<file path="src/rtl/inert_intf_fsm.sv">
// Inertial sensor front end: configures the sensor over the SPI master, then on each
// data-ready interrupt reads eight byte registers and presents four signed 16-bit samples.
module inert_intf_fsm #(
  parameter int unsigned INIT_WAIT_BITS = 16
) (
  input  logic        clk,
  input  logic        rst_n,
  input  logic        INT,
  input  logic        done,
  input  logic [15:0] rspns,
  output logic        wrt,
  output logic [15:0] cmd,
  output logic        vld,
  output logic [15:0] roll_rt,
  output logic [15:0] yaw_rt,
  output logic [15:0] AY,
  output logic [15:0] AZ
);

  localparam int unsigned IDX_W    = 3;
  localparam int unsigned N_SHADOW = 7;

  typedef enum logic [1:0] {
    INIT_WAIT = 2'd0,
    CFG       = 2'd1,
    WAIT_INT  = 2'd2,
    RD        = 2'd3
  } state_t;

  state_t                    state_q;
  logic [INIT_WAIT_BITS-1:0] wait_cnt_q;
  logic                      int_ff1_q;
  logic                      int_ff2_q;
  logic [IDX_W-1:0]          idx_q;
  logic                      busy_q;
  logic                      wrt_q;
  logic [15:0]               cmd_q;
  logic                      vld_q;
  logic [15:0]               roll_q;
  logic [15:0]               yaw_q;
  logic [15:0]               ay_q;
  logic [15:0]               az_q;
  // The last byte (0xAD) goes straight from rspns into AZ, so only seven shadows are kept.
  logic [7:0]                shadow_q [N_SHADOW];

  logic unused_rspns_hi;
  assign unused_rspns_hi = &{1'b0, rspns[15:8]};

  function automatic logic [15:0] cfg_cmd(input logic [IDX_W-1:0] i);
    case (i)
      3'd0:    cfg_cmd = 16'h0D02;
      3'd1:    cfg_cmd = 16'h1053;
      3'd2:    cfg_cmd = 16'h1150;
      default: cfg_cmd = 16'h1460;
    endcase
  endfunction

  // Read command high byte is {R=1, addr[6:0]}.
  function automatic logic [7:0] rd_hi(input logic [IDX_W-1:0] i);
    case (i)
      3'd0:    rd_hi = 8'hA4;
      3'd1:    rd_hi = 8'hA5;
      3'd2:    rd_hi = 8'hA6;
      3'd3:    rd_hi = 8'hA7;
      3'd4:    rd_hi = 8'hAA;
      3'd5:    rd_hi = 8'hAB;
      3'd6:    rd_hi = 8'hAC;
      default: rd_hi = 8'hAD;
    endcase
  endfunction

  always_ff @(posedge clk or negedge rst_n) begin
    if (!rst_n) begin
      state_q    <= INIT_WAIT;
      wait_cnt_q <= '0;
      int_ff1_q  <= 1'b0;
      int_ff2_q  <= 1'b0;
      idx_q      <= '0;
      busy_q     <= 1'b0;
      wrt_q      <= 1'b0;
      cmd_q      <= 16'h0000;
      vld_q      <= 1'b0;
      roll_q     <= 16'h0000;
      yaw_q      <= 16'h0000;
      ay_q       <= 16'h0000;
      az_q       <= 16'h0000;
      for (int i = 0; i < N_SHADOW; i++) shadow_q[i] <= 8'h00;
    end else begin
      int_ff1_q <= INT;
      int_ff2_q <= int_ff1_q;
      wrt_q     <= 1'b0;
      vld_q     <= 1'b0;
      case (state_q)
        INIT_WAIT: begin
          wait_cnt_q <= wait_cnt_q + INIT_WAIT_BITS'(1);
          if (&wait_cnt_q) begin
            state_q <= CFG;
            idx_q   <= '0;
            busy_q  <= 1'b0;
          end
        end
        CFG: begin
          if (!busy_q) begin
            wrt_q  <= 1'b1;
            cmd_q  <= cfg_cmd(idx_q);
            busy_q <= 1'b1;
          end else if (done) begin
            busy_q <= 1'b0;
            if (idx_q == IDX_W'(3)) begin
              idx_q   <= '0;
              state_q <= WAIT_INT;
            end else begin
              idx_q <= idx_q + IDX_W'(1);
            end
          end
        end
        WAIT_INT: begin
          if (int_ff2_q) begin
            state_q <= RD;
            idx_q   <= '0;
            busy_q  <= 1'b0;
          end
        end
        RD: begin
          if (!busy_q) begin
            wrt_q  <= 1'b1;
            cmd_q  <= {rd_hi(idx_q), 8'h00};
            busy_q <= 1'b1;
          end else if (done) begin
            busy_q <= 1'b0;
            if (idx_q == IDX_W'(7)) begin
              roll_q  <= {shadow_q[1], shadow_q[0]};
              yaw_q   <= {shadow_q[3], shadow_q[2]};
              ay_q    <= {shadow_q[5], shadow_q[4]};
              az_q    <= {rspns[7:0], shadow_q[6]};
              vld_q   <= 1'b1;
              idx_q   <= '0;
              state_q <= WAIT_INT;
            end else begin
              shadow_q[idx_q] <= rspns[7:0];
              idx_q           <= idx_q + IDX_W'(1);
            end
          end
        end
        default: state_q <= INIT_WAIT;
      endcase
    end
  end

  assign wrt     = wrt_q;
  assign cmd     = cmd_q;
  assign vld     = vld_q;
  assign roll_rt = roll_q;
  assign yaw_rt  = yaw_q;
  assign AY      = ay_q;
  assign AZ      = az_q;

endmodule

</file>
<file path="config.mk">
export PLATFORM = sky130hd
export DESIGN_NAME = inert_intf_fsm
export DESIGN_NICKNAME = d
export VERILOG_FILES = /design/src/rtl/inert_intf_fsm.sv
export SDC_FILE = /design/constraint.sdc
export NUM_CORES = 1
export LEC_CHECK = 0
export ABC_AREA = 1
export BUFFER_PORTS_ARGS = -buffer_cell sky130_fd_sc_hd__buf_2
export CORE_MARGIN = 4
export CORE_UTILIZATION = 56
export DETAILED_ROUTE_END_ITERATION = 12
export PLACE_DENSITY = 0.79
export SETUP_SLACK_MARGIN = 0.2
export SYNTH_ARGS = -nofsm -noshare
export SYNTH_HDL_FRONTEND = slang
export SYNTH_SLANG_ARGS = --single-unit
</file>
<file path="constraint.sdc">
create_clock -name clk -period 2.3 [get_ports clk]
set_clock_uncertainty 0.05 [all_clocks]
set_input_delay 0.115 -clock clk [delete_from_list [all_inputs] [get_ports clk]]
set_output_delay 0.115 -clock clk [all_outputs]
set_load 0.005 [all_outputs]
</file>
==> flow_summary_export.csv, run 1 <==
group,metric,value,unit
place,place_congestion,0.8770,
clock_tree,root_buffer,"clkbuf_8",
worst_setup_path,crit_arrival,2.39,ns
detailed_routing,drt_iter0_drc,420,
sta,setup_viol,0,
yosys,synth_area,6207,um^2
sta,fmax,0.4917,GHz
clock_tree,numClockSinks,156,
yosys,syn_inst,554,
die,num_io_pins,102,
die,die_x,113.3,um
worst_setup_path,end_kind,"flop",
worst_setup_path,path_class,"flop to flop",
sta,hold_viol,0,
global_routing,grt_max_degree,74,
yosys,ys_types,27,
worst_setup_path,start_kind,"flop",
yosys,yosysSeqAreaShare,62.89,%
die,core,10840,um^2
die,initial_core_util,57.26,%
place,numPortBuffers,89,
run_status,status,"finished, final reports clean",
power_and_ir_drop,power.leakage,3.975,nW
global_routing,grt-ovfl-total,0,
worst_setup_path,worstPathRequired,2.66,ns
sta,tns,0,ns
clock_tree,clkTransAtPathRegs,0.07,ns
cells_and_area,final_common_cell,"dfrtp_1",
cells_and_area,area_growth,21.41,%
min_path,holdCritPathClass,"input port to flop",
clock_tree,numCtsBuffers,17,
cells_and_area,fin_nets,695,
sta,min_period_over_period,88.42,%
sta,whs,0.09407,ns
global_routing,grt_use_total,23.25,%
place,dp_hpwl,8799,um
global_routing,grt_pass1_vias,4505,
cells_and_area,drive_gt1_share,27.79,%
detailed_routing,ant_nets,0,
clock_tree,clk_path_buf_depth,2,
yosys,synth_area_leaders,"dfrtp_1 (63%), mux2_2 (8.0%), nand2_1 (7.4%)",
detailed_routing,wl_per_cell,17.52,um
global_routing,antenna_found_initial,0,
place,place_area,6840,um^2
sta,fin_crit,2.034,ns
detailed_routing,viasPerCell,5.493,
detailed_routing,vias,4504,
cells_and_area,fin_util,69.52,%
run,max_cap_violations,0,
cells_and_area,final_cell_count_no_fill,820,
yosys,yosysTopAreaCell,"dfrtp_1",
detailed_routing,dr.pass1.iters,5,
sta,setup_ws,0.2664,ns
die,die_y,113.3,um
sta,slew_violations,0,
cells_and_area,layout_common_cells,"dfrtp_1 (154), nand2_1 (123), buf_2 (88)",
yosys,synth_top_area_share,62.89,%
sta,relSlewSlack,57.00,%
sta,worst_slew_pin_slew,0.6450,ns
place,numPlacedInstances,778,
detailed_routing,wl,14370,um
place,pre_cts_slack,0.2766,ns
cells_and_area,post-route-cell-area,7536,um^2
clock_tree,htree_levels,4,
yosys,ys_warn_count,0,
power_and_ir_drop,ir_worst_vdd,0.5949,mV
die,rows,38,
die,die-area,12830,um^2
yosys,syn_area_per_cell,11.20,um^2
cells_and_area,n_antenna_cell,0,
clock_tree,clkLatencyLatePin,0.53,ns
detailed_routing,remaining_drc_errors,0,
worst_setup_path,cp_max_fo,27,
clock_tree,cts_tree,"yes",
yosys,yosys_register_bits,156,
power_and_ir_drop,p_total,6.964,mW
sta,rsz0062_at_grt,"true",
power_and_ir_drop,pwr_density_cell,924.1,nW/um^2
global_routing,grt_first_pass_wirelength,23090,um
==> worst max-delay path, stage by stage, from the launching register on <==
cell and delay, ns:
dfrtp_2 0.42, ha_1 0.22, ha_2 0.24, nand2_1 0.10, nor2_4 0.24, buf_12 0.24
mux2_2 0.38
==> cell usage after synthesis <==
cell / n
nand2_4: 1
mux2_1: 12
a31oi_1: 1
inv_2: 1
conb_1: 1
a22oi_1: 1
a21oi_1: 12
nor2_1: 30
nand2_1: 123
ha_1: 8
nand3_1: 11
xnor2_1: 9
nor3_1: 1
o22ai_1: 2
nor2_4: 2
dfrtp_1: 156
buf_2: 9
buf_4: 12
clkbuf_1: 2
o211ai_1: 1
nor3_4: 1
mux2_2: 44
xor2_1: 4
o21ai_0: 68
nand4_1: 11
a22o_1: 1
inv_1: 30
==> cell type report <==
class | instances | area [um^2]
sequential | 156 | 3906
fill | 737 | 3304
multi-input combinational | 347 | 2058
timing repair buffer | 114 | 708.2
clock buffer | 17 | 414.1
tap | 140 | 175.2
clock inverter | 15 | 157.7
inverter | 31 | 116.4
==> registers in the layout, indices dropped and copies added, names as in the netlist, 2 cells and up <==
name,flops
roll_rt,16
cmd,10
idx_q,3
state_q,2
AY,16
yaw_rt,16
AZ,16
wait_cnt_q,16
shadow_q,56
==> timing repair <==
| item | 4_1_cts | 5_1_grt |
|---|---|---|
| hold endpoints to repair | 93 | 1 |
| buffers inserted | 0 | 0 |
| resized for setup | 0 | 4 |
| setup endpoints to repair | 0 | 75 |
| hold buffers | 8 | 1 |
==> logic make-up after synthesis <==
family | share of synthesized area, %
AOI/OAI and AO/OA | 7.136
xor gates and xnor gates | 1.834
adders and majority gates | 1.613
buffers and inverters | 4.173
DFF | 62.89
muxes | 10.16
other | 0.06041
and+or+nand+nor | 12.13
==> report_power, final <==
part	switching [mW]	internal [mW]	total, mW	leakage [nW]
Sequential	0.235	3.09	3.32	2.13
Combinational	0.638	0.341	0.979	1.57
Clock	1.19	1.48	2.66	0.278
Total	2.06	4.90	6.96	3.97
==> routing by layer <==
layer  track usage (%)  vias to the layer above  part of all wire [%]
li1                  -                     2061                     -
met1             29.15                     2238                    40
met2             38.03                      163                    51
met3             6.310                       42                   5.6
met4             10.42                        0                   3.4
met5                 0                        -                     0
==> worst paths after layout <==
path                            slack (ns)      endpoint       from  cells after the start
worst min-delay path                  0.09  shadow_q[26]   rspns[2]                      3
min in group asynchronous             0.12           wrt      rst_n                      2
max in group asynchronous             1.29   shadow_q[8]      rst_n                      3
worst max register to register        0.27         AZ[3]   idx_q[1]                      6
worst max-delay path                  0.27         AZ[3]   idx_q[1]                      6
worst min register to register        0.31     int_ff2_q  int_ff1_q                      0
No activity file was read; power rests on OpenSTA's default activity.
==> run 2: changes to the inputs <==
CORE_ASPECT_RATIO = 1.25   (was default)
==> run 2 against run 1 <==
Compared with the run above: routed wire length rose by 3.2%; combinational power about the same; design area rose by 0.70%; total power increased by 5.5%; sequential share of layout area fell by 0.34 points; clock power up 14%; via count decreased by 1.5%; flip-flop and latch count unchanged.
==> flow_summary_export.csv, run 2 (synthesis gave the netlist of run 1 again) <==
group,metric,value,unit
run_status,status,"finished, final reports clean",
die,rows,42,
worst_setup_path,cp_max_fo,18,
sta,fmax,0.4893,GHz
sta,rsz0062_at_grt,"false",
cells_and_area,fill_cells,742,
detailed_routing,drt_iter0_drc,445,
place,dp_hpwl,8750,um
cells_and_area,final_common_cell,"dfrtp_1",
worst_setup_path,path_cells,"ha_2 -> ha_2 -> nand2_1 -> nor2_4 -> buf_12 -> buf_12 -> mux2_2",
power_and_ir_drop,ir_worst_vdd,0.5666,mV
place,pre_cts_slack,0.2151,ns
worst_setup_path,path_class,"flop to flop",
worst_setup_path,worstPathRequired,2.55,ns
die,die_y,125.7,um
clock_tree,numCtsBuffers,17,
detailed_routing,wl_per_cell,18.39,um
clock_tree,numClockSinks,156,
worst_setup_path,start_kind,"flop",
die,initial_core_util,57.90,%
sta,slew_violations,0,
run,max_cap_violations,0,
clock_tree,cts_tree,"yes",
worst_setup_path,critPathSlowestCell,"dfrtp_2",
cells_and_area,seq_area,3908,um^2
global_routing,grt-ovfl-total,0,
detailed_routing,vias,4436,
cells_and_area,regMostFlops,"shadow_q",
min_path,holdCritPathClass,"input port to flop",
sta,setup_viol,0,
cells_and_area,layout_common_cells,"dfrtp_1 (153), nand2_1 (123), buf_2 (88)",
power_and_ir_drop,power.leakage,3.998,nW
worst_setup_path,r2r_cells,7,
worst_setup_path,crit_buf_inv,2,
sta,tns,0,ns
sta,worst_slew_pin_slew,0.5831,ns
clock_tree,root_buffer,"clkbuf_16",
cells_and_area,multiInputGateArea,2061,um^2
detailed_routing,ant_nets,0,
place,place_area,6820,um^2
min_path,hold_depth,3,
clock_tree,clkLatencyLatePin,0.42,ns
detailed_routing,remaining_drc_errors,0,
min_path,min-delay-start,"rspns[7]",
detailed_routing,wl,14820,um
clock_tree,clk_path_buf_depth,2,
place,place_congestion,0.8654,
global_routing,antenna_found_initial,0,
detailed_routing,viasPerCell,5.504,
worst_setup_path,critical_path.max_stage_delay,0.43,ns
die,num_io_pins,102,
cells_and_area,fin_nets,690,
sta,relSlewSlack,61.12,%
worst_setup_path,crit_arrival,2.29,ns
cells_and_area,drive_gt1_share,28.49,%
global_routing,grt_first_pass_wirelength,23050,um
sta,fin_crit,2.044,ns
place,numPortBuffers,89,
die,core,10720,um^2
cells_and_area,post-route-cell-area,7589,um^2
die,die-area,12840,um^2
worst_setup_path,end_kind,"flop",
worst_setup_path,crit_family,"adder cells",
cells_and_area,largest_reg_flops,56,
sta,hold_viol,0,
clock_tree,clkTransAtPathRegs,0.06,ns
clock_tree,htree_levels,4,
worst_setup_path,rr_startpoint,"idx_q[0]",
worst_setup_path,reg2reg_to,"roll_rt[13]",
worst_setup_path,r2r_setup_slack,0.26,ns
sta,min_period_over_period,88.87,%
sta,setup_ws,0.2561,ns
power_and_ir_drop,pwr_density_cell,968.1,nW/um^2
die,die_x,102.2,um
global_routing,grt_use_total,22.97,%
cells_and_area,area_growth,22.25,%
global_routing,grt_pass1_vias,4428,
min_path,hold_path_end,"AZ[15]",
detailed_routing,dr.pass1.iters,5,
cells_and_area,n_antenna_cell,0,
global_routing,grt_max_degree,74,
run 2: stage by stage:
stage	utilization, %	total power [mW]	std cells	hold WS, ns
2_1_floorplan	-	3.952	557	-0.2306
3_3_place_gp	63.62	4.214	767	0.07491
3_5_place_dp	63.62	4.297	767	0.08117
4_1_cts	69.77	7.322	800	0.08185
5_1_grt	70.79	7.682	806	0.1032
6_report	70.79	7.347	806	0.08029
run 2: worst max-delay path by stage:
stage,startpoint,to,slack (ns),cells past startpoint
global route,idx_q[0],AY[7],0.18,7
finish,idx_q[0],roll_rt[13],0.26,7
global placement,idx_q[0],AY[13],0.28,6
floorplan,idx_q[0],shadow_q[14],0.41,7
detailed placement,idx_q[1],AY[11],0.22,6
CTS,idx_q[1],yaw_rt[7],0.19,6
run 2: report_power, final:
part	switching, mW	internal (mW)	leakage [nW]
sequential	0.245	3.09	2.13
clock	1.15	1.89	0.308
combinational	0.632	0.348	1.56
run 2: worst min-delay path, stage by stage:
cell and delay (ns):
buf_2 0.07, inv_1 0.14, a21oi_1 0.18
run 2: repair_timing:
item | in CTS | in global routing
setup endpoints to repair | 13 | 103
gates cloned | 0 | 3
pin swaps | 0 | 1
buffers inserted | 0 | 3
gates resized for setup | 0 | 11
endpoints found under the hold margin | 59 | 0
hold buffers | 2 | 0
run 2: final cells by class:
cell class                      count  area share, %
Sequential cell                   156          51.49
Clock buffer                       19          5.969
Timing Repair Buffer              109          9.217
Tap cell                          132          2.176
Inverter                           31          1.533
Multi-Input combinational cell    347          27.16
Clock inverter                     12          2.457
run 2: layer usage:
| layer | vias up | part of all wire [%] | GRT usage, % | wire (um) |
|---|---|---|---|---|
| met5 | - | 0 | 0 | 0 |
| met1 | 2221 | 41 | 31.23 | 6097 |
| met4 | 0 | 1.3 | 6.023 | 199 |
| met3 | 19 | 6.5 | 7.246 | 970 |
| li1 | 2038 | - | - | - |
| met2 | 158 | 51 | 36.09 | 7554 |
